[src/rtl/serial_rx_if.sv]
// rtl/serial_rx_if.sv - serial receiver line input and parallel word output bundle
//
// Purpose: groups the serial line and the receiver's word/strobe outputs.
// Ports (signals):
//   rxd        serial line into the receiver, idle high
//   data_out   last good received word
//   valid      one-cycle strobe, data_out just updated
//   frame_err  one-cycle strobe, stop bit sampled low
//   par_err    one-cycle strobe, parity mismatch
//   busy       receiver is inside a frame
// Modports: master = receiver side, slave = line driver / word consumer side.

interface serial_rx_if #(
    parameter int DATA_W = 8
);
    logic              rxd;
    logic [DATA_W-1:0] data_out;
    logic              valid;
    logic              frame_err;
    logic              par_err;
    logic              busy;

    modport master (
        input  rxd,
        output data_out,
        output valid,
        output frame_err,
        output par_err,
        output busy
    );

    modport slave (
        output rxd,
        input  data_out,
        input  valid,
        input  frame_err,
        input  par_err,
        input  busy
    );
endinterface

[src/rtl/serial_rx.sv]
// rtl/serial_rx.sv - oversampling asynchronous-format serial frame receiver
//
// Purpose: synchronizes an idle-high serial line, finds the start bit, samples
// each bit mid-cell, checks the stop bit (and even parity when built with
// SERIAL_RX_PARITY_EN defined) and presents each good word with a one-cycle
// valid strobe. No back-pressure.
// Ports:
//   clk   clock, rising edge
//   rst   asynchronous active-low reset
//   bus   serial_rx_if.master: rxd in; data_out, valid, frame_err, par_err,
//         busy out
// Build option: SERIAL_RX_PARITY_EN adds the even-parity bit and par_err.

module serial_rx #(
    parameter int DATA_W       = 8,
    parameter int CLKS_PER_BIT = 4
) (
    input  logic         clk,
    input  logic         rst,
    serial_rx_if.master  bus
);

    localparam int CYC_W = (CLKS_PER_BIT > 1) ? $clog2(CLKS_PER_BIT) : 1;
    localparam int BIT_W = (DATA_W > 1) ? $clog2(DATA_W) : 1;

    // Cycle counter value on the edge that lands mid-start-bit, and at the
    // end of every full bit cell after that.
    localparam logic [CYC_W-1:0] CYC_MID  = CYC_W'(CLKS_PER_BIT / 2 - 1);
    localparam logic [CYC_W-1:0] CYC_LAST = CYC_W'(CLKS_PER_BIT - 1);
    localparam logic [BIT_W-1:0] BIT_LAST = BIT_W'(DATA_W - 1);

    typedef enum logic [2:0] {
        IDLE   = 3'd0,
        START  = 3'd1,
        DATA   = 3'd2,
`ifdef SERIAL_RX_PARITY_EN
        PARITY = 3'd3,
`endif
        STOP   = 3'd4,
        BREAK  = 3'd5
    } state_t;

    state_t            state_q, state_d;
    logic              sync1_q, sync1_d;
    logic              sync2_q, sync2_d;
    logic [CYC_W-1:0]  cyc_q, cyc_d;
    logic [BIT_W-1:0]  bit_q, bit_d;
    logic [DATA_W-1:0] shift_q, shift_d;
    logic [DATA_W-1:0] data_q, data_d;
    logic              valid_q, valid_d;
    logic              ferr_q, ferr_d;
    logic              rxd_s;
`ifdef SERIAL_RX_PARITY_EN
    logic              perr_q, perr_d;
    logic              ppend_q, ppend_d;
`endif

    always_ff @(posedge clk or negedge rst) begin
        if (!rst) begin
            state_q <= IDLE;
            sync1_q <= 1'b1;
            sync2_q <= 1'b1;
            cyc_q   <= '0;
            bit_q   <= '0;
            shift_q <= '0;
            data_q  <= '0;
            valid_q <= 1'b0;
            ferr_q  <= 1'b0;
`ifdef SERIAL_RX_PARITY_EN
            perr_q  <= 1'b0;
            ppend_q <= 1'b0;
`endif
        end else begin
            state_q <= state_d;
            sync1_q <= sync1_d;
            sync2_q <= sync2_d;
            cyc_q   <= cyc_d;
            bit_q   <= bit_d;
            shift_q <= shift_d;
            data_q  <= data_d;
            valid_q <= valid_d;
            ferr_q  <= ferr_d;
`ifdef SERIAL_RX_PARITY_EN
            perr_q  <= perr_d;
            ppend_q <= ppend_d;
`endif
        end
    end

    always_comb begin
        sync1_d = bus.rxd;
        sync2_d = sync1_q;
        rxd_s   = sync2_q;

        state_d = state_q;
        cyc_d   = cyc_q + CYC_W'(1);
        bit_d   = bit_q;
        shift_d = shift_q;
        data_d  = data_q;
        valid_d = 1'b0;
        ferr_d  = 1'b0;
`ifdef SERIAL_RX_PARITY_EN
        perr_d  = 1'b0;
        ppend_d = ppend_q;
`endif

        unique case (state_q)
            IDLE: begin
                cyc_d = '0;
                if (!rxd_s) begin
                    state_d = START;
                end
            end

            START: begin
                if (cyc_q == CYC_MID) begin
                    cyc_d = '0;
                    bit_d = '0;
                    // A line back high mid-start-bit was only a glitch.
                    state_d = rxd_s ? IDLE : DATA;
                end
            end

            DATA: begin
                if (cyc_q == CYC_LAST) begin
                    cyc_d = '0;
                    // LSB arrives first, so shift in from the top.
                    shift_d = shift_q >> 1;
                    shift_d[DATA_W-1] = rxd_s;
                    bit_d = bit_q + BIT_W'(1);
                    if (bit_q == BIT_LAST) begin
`ifdef SERIAL_RX_PARITY_EN
                        state_d = PARITY;
`else
                        state_d = STOP;
`endif
                    end
                end
            end

`ifdef SERIAL_RX_PARITY_EN
            PARITY: begin
                if (cyc_q == CYC_LAST) begin
                    cyc_d   = '0;
                    ppend_d = ^{shift_q, rxd_s};
                    state_d = STOP;
                end
            end
`endif

            STOP: begin
                if (cyc_q == CYC_LAST) begin
                    cyc_d = '0;
                    if (rxd_s) begin
                        state_d = IDLE;
`ifdef SERIAL_RX_PARITY_EN
                        if (ppend_q) begin
                            perr_d = 1'b1;
                        end else begin
                            data_d  = shift_q;
                            valid_d = 1'b1;
                        end
`else
                        data_d  = shift_q;
                        valid_d = 1'b1;
`endif
                    end else begin
                        // Framing error outranks any parity error.
                        ferr_d  = 1'b1;
                        state_d = BREAK;
                    end
                end
            end

            BREAK: begin
                // Hold off until the line idles so a stuck-low line is not
                // mistaken for a fresh start bit.
                cyc_d = '0;
                if (rxd_s) begin
                    state_d = IDLE;
                end
            end

            default: begin
                cyc_d   = '0;
                state_d = IDLE;
            end
        endcase
    end

    assign bus.data_out  = data_q;
    assign bus.valid     = valid_q;
    assign bus.frame_err = ferr_q;
`ifdef SERIAL_RX_PARITY_EN
    assign bus.par_err   = perr_q;
`else
    assign bus.par_err   = 1'b0;
`endif
    assign bus.busy      = (state_q != IDLE);

endmodule

[src/flat_wrapper.sv]
// flat-port wrapper written by rule: the top's interface ports become plain ports
module serial_rx_flat 
#(
    parameter int DATA_W       = 8,
    parameter int CLKS_PER_BIT = 4
)
  (clk, rst, bus_rxd, bus_data_out, bus_valid, bus_frame_err, bus_par_err, bus_busy);
  serial_rx_if #(.DATA_W(DATA_W)) bus_i ();
  input  logic clk;
  input  logic rst;
  input wire logic [$bits(bus_i.rxd)-1:0] bus_rxd;
  output wire logic [$bits(bus_i.data_out)-1:0] bus_data_out;
  output wire logic [$bits(bus_i.valid)-1:0] bus_valid;
  output wire logic [$bits(bus_i.frame_err)-1:0] bus_frame_err;
  output wire logic [$bits(bus_i.par_err)-1:0] bus_par_err;
  output wire logic [$bits(bus_i.busy)-1:0] bus_busy;
  assign bus_i.rxd = bus_rxd;
  assign bus_data_out = bus_i.data_out;
  assign bus_valid = bus_i.valid;
  assign bus_frame_err = bus_i.frame_err;
  assign bus_par_err = bus_i.par_err;
  assign bus_busy = bus_i.busy;
  serial_rx #(.DATA_W(DATA_W), .CLKS_PER_BIT(CLKS_PER_BIT)) u_core (.clk(clk), .rst(rst), .bus(bus_i));
endmodule
[config.mk]
export PLATFORM = sky130hd
export DESIGN_NAME = serial_rx_flat
export DESIGN_NICKNAME = d
export VERILOG_FILES = /design/src/rtl/serial_rx_if.sv /design/src/rtl/serial_rx.sv /design/src/flat_wrapper.sv
export SDC_FILE = /design/constraint.sdc
export NUM_CORES = 1
export LEC_CHECK = 0
export ABC_AREA = 1
export BUFFER_PORTS_ARGS = -buffer_cell sky130_fd_sc_hd__buf_2
export CORE_MARGIN = 3
export CORE_UTILIZATION = 61
export DETAILED_ROUTE_END_ITERATION = 7
export GPL_TIMING_DRIVEN = 0
export PLACE_DENSITY = 0.89
export SLEW_MARGIN = 20
export SYNTH_ARGS = -nofsm -noshare
export SYNTH_HDL_FRONTEND = slang
export SYNTH_SLANG_ARGS = --single-unit
[constraint.sdc]
create_clock -name clk -period 3 [get_ports clk]
set_input_delay 0.15 -clock clk [delete_from_list [all_inputs] [get_ports clk]]
set_output_delay 0.15 -clock clk [all_outputs]
set_load 0.02 [all_outputs]
* Word-level counts from Yosys, hierarchy flattened *
Index checks and enable logic that the tools add are counted.

word-level totals
  output and inout port bits = 12
  logic and storage cells = 53
  bits of input ports = 3
  flip-flop bits (word level) = 28

operators by class
  eq/ne operators = 13
  add/subtract/negate cells = 2
  multiplexer cells = 21
  reductions and logical operators = 8

operators by type and width
  kind                                                              count
  3-bit two-way mux                                                 9
  3-bit case mux with 5 select lines                                1
  2-bit by 1-bit != test with 1-bit output (second input constant)  5
  3-bit == test (second input constant)                             3
  1-bit two-way mux                                                 6
  2-bit two-way mux                                                 3
  3-bit case mux with 2 select lines                                1
  3-bit AND reduction                                               2
  6-bit AND reduction                                               1
  2-bit case mux with 2 select lines                                1
  3-bit by 1-bit adder with 3-bit output (second input constant)    1
  3-bit by 1-bit == test with 1-bit output (second input constant)  1
  3-bit by 2-bit == test with 1-bit output (second input constant)  1
  3-bit zero test                                                   1
  3-bit nonzero test                                                1
  2-bit by 1-bit adder with 2-bit output (second input constant)    1
  2-bit by 1-bit == test with 1-bit output (second input constant)  1
  2-bit == test (second input constant)                             1
  2-bit != test (second input constant)                             1
  2-bit AND reduction                                               1
  2-bit nonzero test                                                1
  2-bit OR reduction                                                1

* Logic depth before layout (Yosys ltp) *
  depth in word-level cells = 4
  mapped depth = 9
  gate-level depth less buffers = 9

* Worst setup path before layout *
OpenSTA, ideal clock, no wires.

  kind = reg-to-reg
  from = reg u_core.cyc_q[0]
  to = reg u_core.state_q[0]
  library setup time = 117 ps
  path buffers = 0
  path slack = 1,772 ps
  stages on the path, launching flop included = 9
  period minus slack after synthesis = 1,228 ps
  required time = 2,883 ps
  arrival time = 1,111 ps
  cell sequence = dfrtp_1 -> ha_1 -> inv_1 -> nand3_1 -> nand2_1 -> nor2_2 -> nand2_2 -> nand2_1 -> nand2_1

between the ends
  longest elaborated chain between the ends = 3
  elaborated cells on any way between the ends = 6
  classes of those cells = eq/ne (5); reduce/logical (1)

ends and longest elaborated chain
  what                                                                       line                                                  text
  from (decl)                                                                serial_rx.sv:46                                       logic [CYC_W-1:0] cyc_q, cyc_d;
  from (signal assigned)                                                     serial_rx.sv:77                                       cyc_q <= cyc_d;
  2-bit == test or 2-bit by 1-bit == test with 1-bit output (tied branches)  serial_rx.sv:125, serial_rx.sv:152, serial_rx.sv:116
  2-bit by 1-bit != test with 1-bit output (no line)                         n/a
  6-bit AND reduction (no line) *                                            n/a
  to (signal assigned)                                                       serial_rx.sv:74                                       state_q <= state_d;
  to (decl)                                                                  serial_rx.sv:43                                       state_t state_q, state_d;

Mark *: on every way between the ends. The rest lies on a longest branch, timed or not.
A chain may end at the register's enable or synchronous reset.

* Worst setup path in the final report *
  from = reg u_core.state_q[0]
  to = out bus_busy

between the ends
  longest elaborated chain between the ends = 1

ends and longest elaborated chain
  what                line                text
  3-bit nonzero test  serial_rx.sv:199    assign bus.busy = (state_q != IDLE);
  to (decl)           flat_wrapper.sv:16  output wire logic [$bits(bus_i.busy)-1:0] bus_busy;

Every way passes these cells.

==> flow_summary_export.csv <==
group,metric,value,unit
clocking,clock_path_buffers,2,
clocking,post_cts_buffers,0,
clocking,clkLatencyLatePin,0.32,ns
critical_path,crit_path_max_fanout,6,
floorplan,die_w,53.3,um
floorplan,core,2040,um^2
critical_path,timing.rr.start,"u_core.cyc_q[0]",
critical_path,required,2.85,ns
global_routing,grt_max_degree,29,
route,dr.pass1.iters,4,
global_routing,overflow,0,
pwr,power.total,0.00105,W
yosys,synthCells,148,
sta,drv_slew,0,
yosys,avgSynthCellArea,9.23,um^2
sta,finalWorstPathRequiredPeriod,1.49,ns
critical_path,cp.arrival,1.34,ns
critical_path,path_buf_inv,1,
floorplan,die_area,2840,um^2
sta,worstMarginPinSlew,0.591,ns
sta,worst_slack,1.51,ns
sta,fin_crit_sh,0.496,
sta,hold_viol,0,
clocking,numClockSinks,28,
pwr,p_leak,0.791,nW
yosys,synth_seq_cells,28,
critical_path,path_delay_family,"flip-flops",
route,drcViolationCount,0,
global_routing,antenna_found_initial,0,
finish,antennaDiodeCount,0,
global_routing,grt_pass1_wl,4040,um
critical_path,worstSetupEndpointType,"primary output",
finish,fillers,148,
route,wirelength,2340,um
yosys,synthesis.nets,157,
critical_path,start_kind,"register",
finish,fin_nets,177,
placed_design,place.gp.congestion,0.843,
yosys,synth_area,1370,um^2
floorplan,die-height,53.3,um
sta,relSlewSlack,0.606,
yosys,yosys_warnings,0,
clocking,cts_tree,"built",
critical_path,path_cells,"nor2_1, nand2_1, buf_2",
floorplan,rows,16,
finish,areaGrowthSynthToFinish,11.4,%
yosys,ys_seq_area_frac,0.515,
pwr,p_per_area,693,nW/um^2
sta,whs,0.343,ns
clocking,numCtsBuffers,3,
clocking,cts_root_buf,"clkbuf_4",
pwr,vdd_ir_drop_max,0.521,mV
critical_path,max_stage_delay,0.49,ns
yosys,synth_cell_types,23,
run,drv_cap,0,
critical_path,crit_path_start,"u_core.state_q[0]",
global_routing,grt_pass1_vias,988,
critical_path,critPathKind,"register to primary output",
sta,max_freq,673,MHz
route,drtIter0Drc,49,
critical_path,cp_slowest_cell,"dfrtp_1",
finish,stdcell_area,1520,um^2
floorplan,io_pins,15,
floorplan,start_util,0.669,
hold_path,hold_path_class,"primary input to asynchronous set/reset pin",
placed_design,port_buffers,13,
placed_design,dpl.hpwl,1740,um
global_routing,groute.usage.overall,0.194,
sta,rsz0062_at_grt,"false",
run_status,status,"finished, final reports clean",
finish,final_common_cell,"nand2_1",
finish,layout_common_cells,"nand2_1 (43), dfrtp_1 (26), inv_1 (18)",
route,drtAntennaViolNets,0,
route,routed_via_density,5.18,
placed_design,post-place-ws,1.62,ns
sta,setup_violations,0,
route,wire_per_inst,12.1,um
sta,clock_skew,0.00301,ns
finish,drive_above_1_share,0.287,
placed_design,place_area,1470,um^2
clocking,ctsResizeCount,0,
clocking,cts_hold_buf,2,
route,vias,1004,
clocking,htree_levels,1,
sta,setup_tns,0,ns
clocking,clkSlewWorstSetupHoldPaths,0.14,ns
==> cell usage after synthesis <==
cell type,number,area [um^2]
inv_2,3,11.3
nand3_1,7,35.0
ha_1,6,75.1
o21ai_0,2,10.0
nor2_2,3,18.8
inv_1,18,67.6
nand2_4,1,11.3
nor3_4,1,16.3
conb_1,1,3.75
buf_6,2,22.5
dfstp_2,2,52.6
inv_4,1,6.26
nand2_1,43,161
dfrtp_1,26,651
a21oi_1,1,5.00
nand3_4,1,17.5
buf_4,1,7.51
nor4_1,1,6.26
o21ai_2,12,105
nand3b_1,2,15.0
nand2_2,4,25.0
o21ai_1,4,20.0
nor2_1,6,22.5
==> sequential cells by signal, indices dropped and copies added (netlist names) <==
name and count:
u_core.bit_q 3, u_core.bus.data_out 8, u_core.bus.frame_err 1, u_core.bus.valid 1, u_core.cyc_q 2, u_core.rxd_s 1
u_core.shift_q 8, u_core.state_q 3, u_core.sync1_q 1
==> through the flow <==
stage,instances,utilization
after floorplan,148,-
after global placement,188,0.718
after detailed placement,188,0.718
after CTS,194,0.745
after global routing,194,0.745
final,194,0.745
==> where the power goes <==
group          switching (W)  internal, W
Sequential         0.0000583     0.000421
Clock               0.000106    0.0000743
Combinational       0.000273     0.000121
==> worst paths after layout <==
check | endpoint | slack (ns) | cells past startpoint
min in group clk | u_core.rxd_s | 0.37 | 0
setup / recovery | bus_busy | 1.51 | 3
hold reg to reg | u_core.rxd_s | 0.37 | 0
hold / removal | u_core.shift_q[6] | 0.34 | 2
max in group asynchronous | u_core.bus.data_out[0] | 2.28 | 2
setup reg to reg | u_core.bit_q[1] | 1.59 | 8
==> routing by layer <==
layer	track usage	part of all wire	up-vias
met5	0	0	-
met4	0.0979	0.015	0
met3	0.0423	0.047	6
met2	0.310	0.47	35
met1	0.245	0.47	464
li1	-	-	499
==> cell type report <==
type                            count  area (um^2)  share of cell area
Clock buffer                        4         36.3              0.0238
Multi-Input combinational cell     95          548               0.360
Tap cell                           27         33.8              0.0222
Inverter                           22         85.1              0.0559
Buffer                              3         30.0              0.0197
Sequential cell                    28          703               0.462
Timing Repair Buffer               15         85.1              0.0559
==> logic make-up after synthesis <==
group | synth area share
compound gates | 0.103
fa+ha+maj | 0.0549
buf+inv | 0.0842
flops | 0.515
other cells | 0.00274
simple gates | 0.241
(Power assumes the default switching activity.)
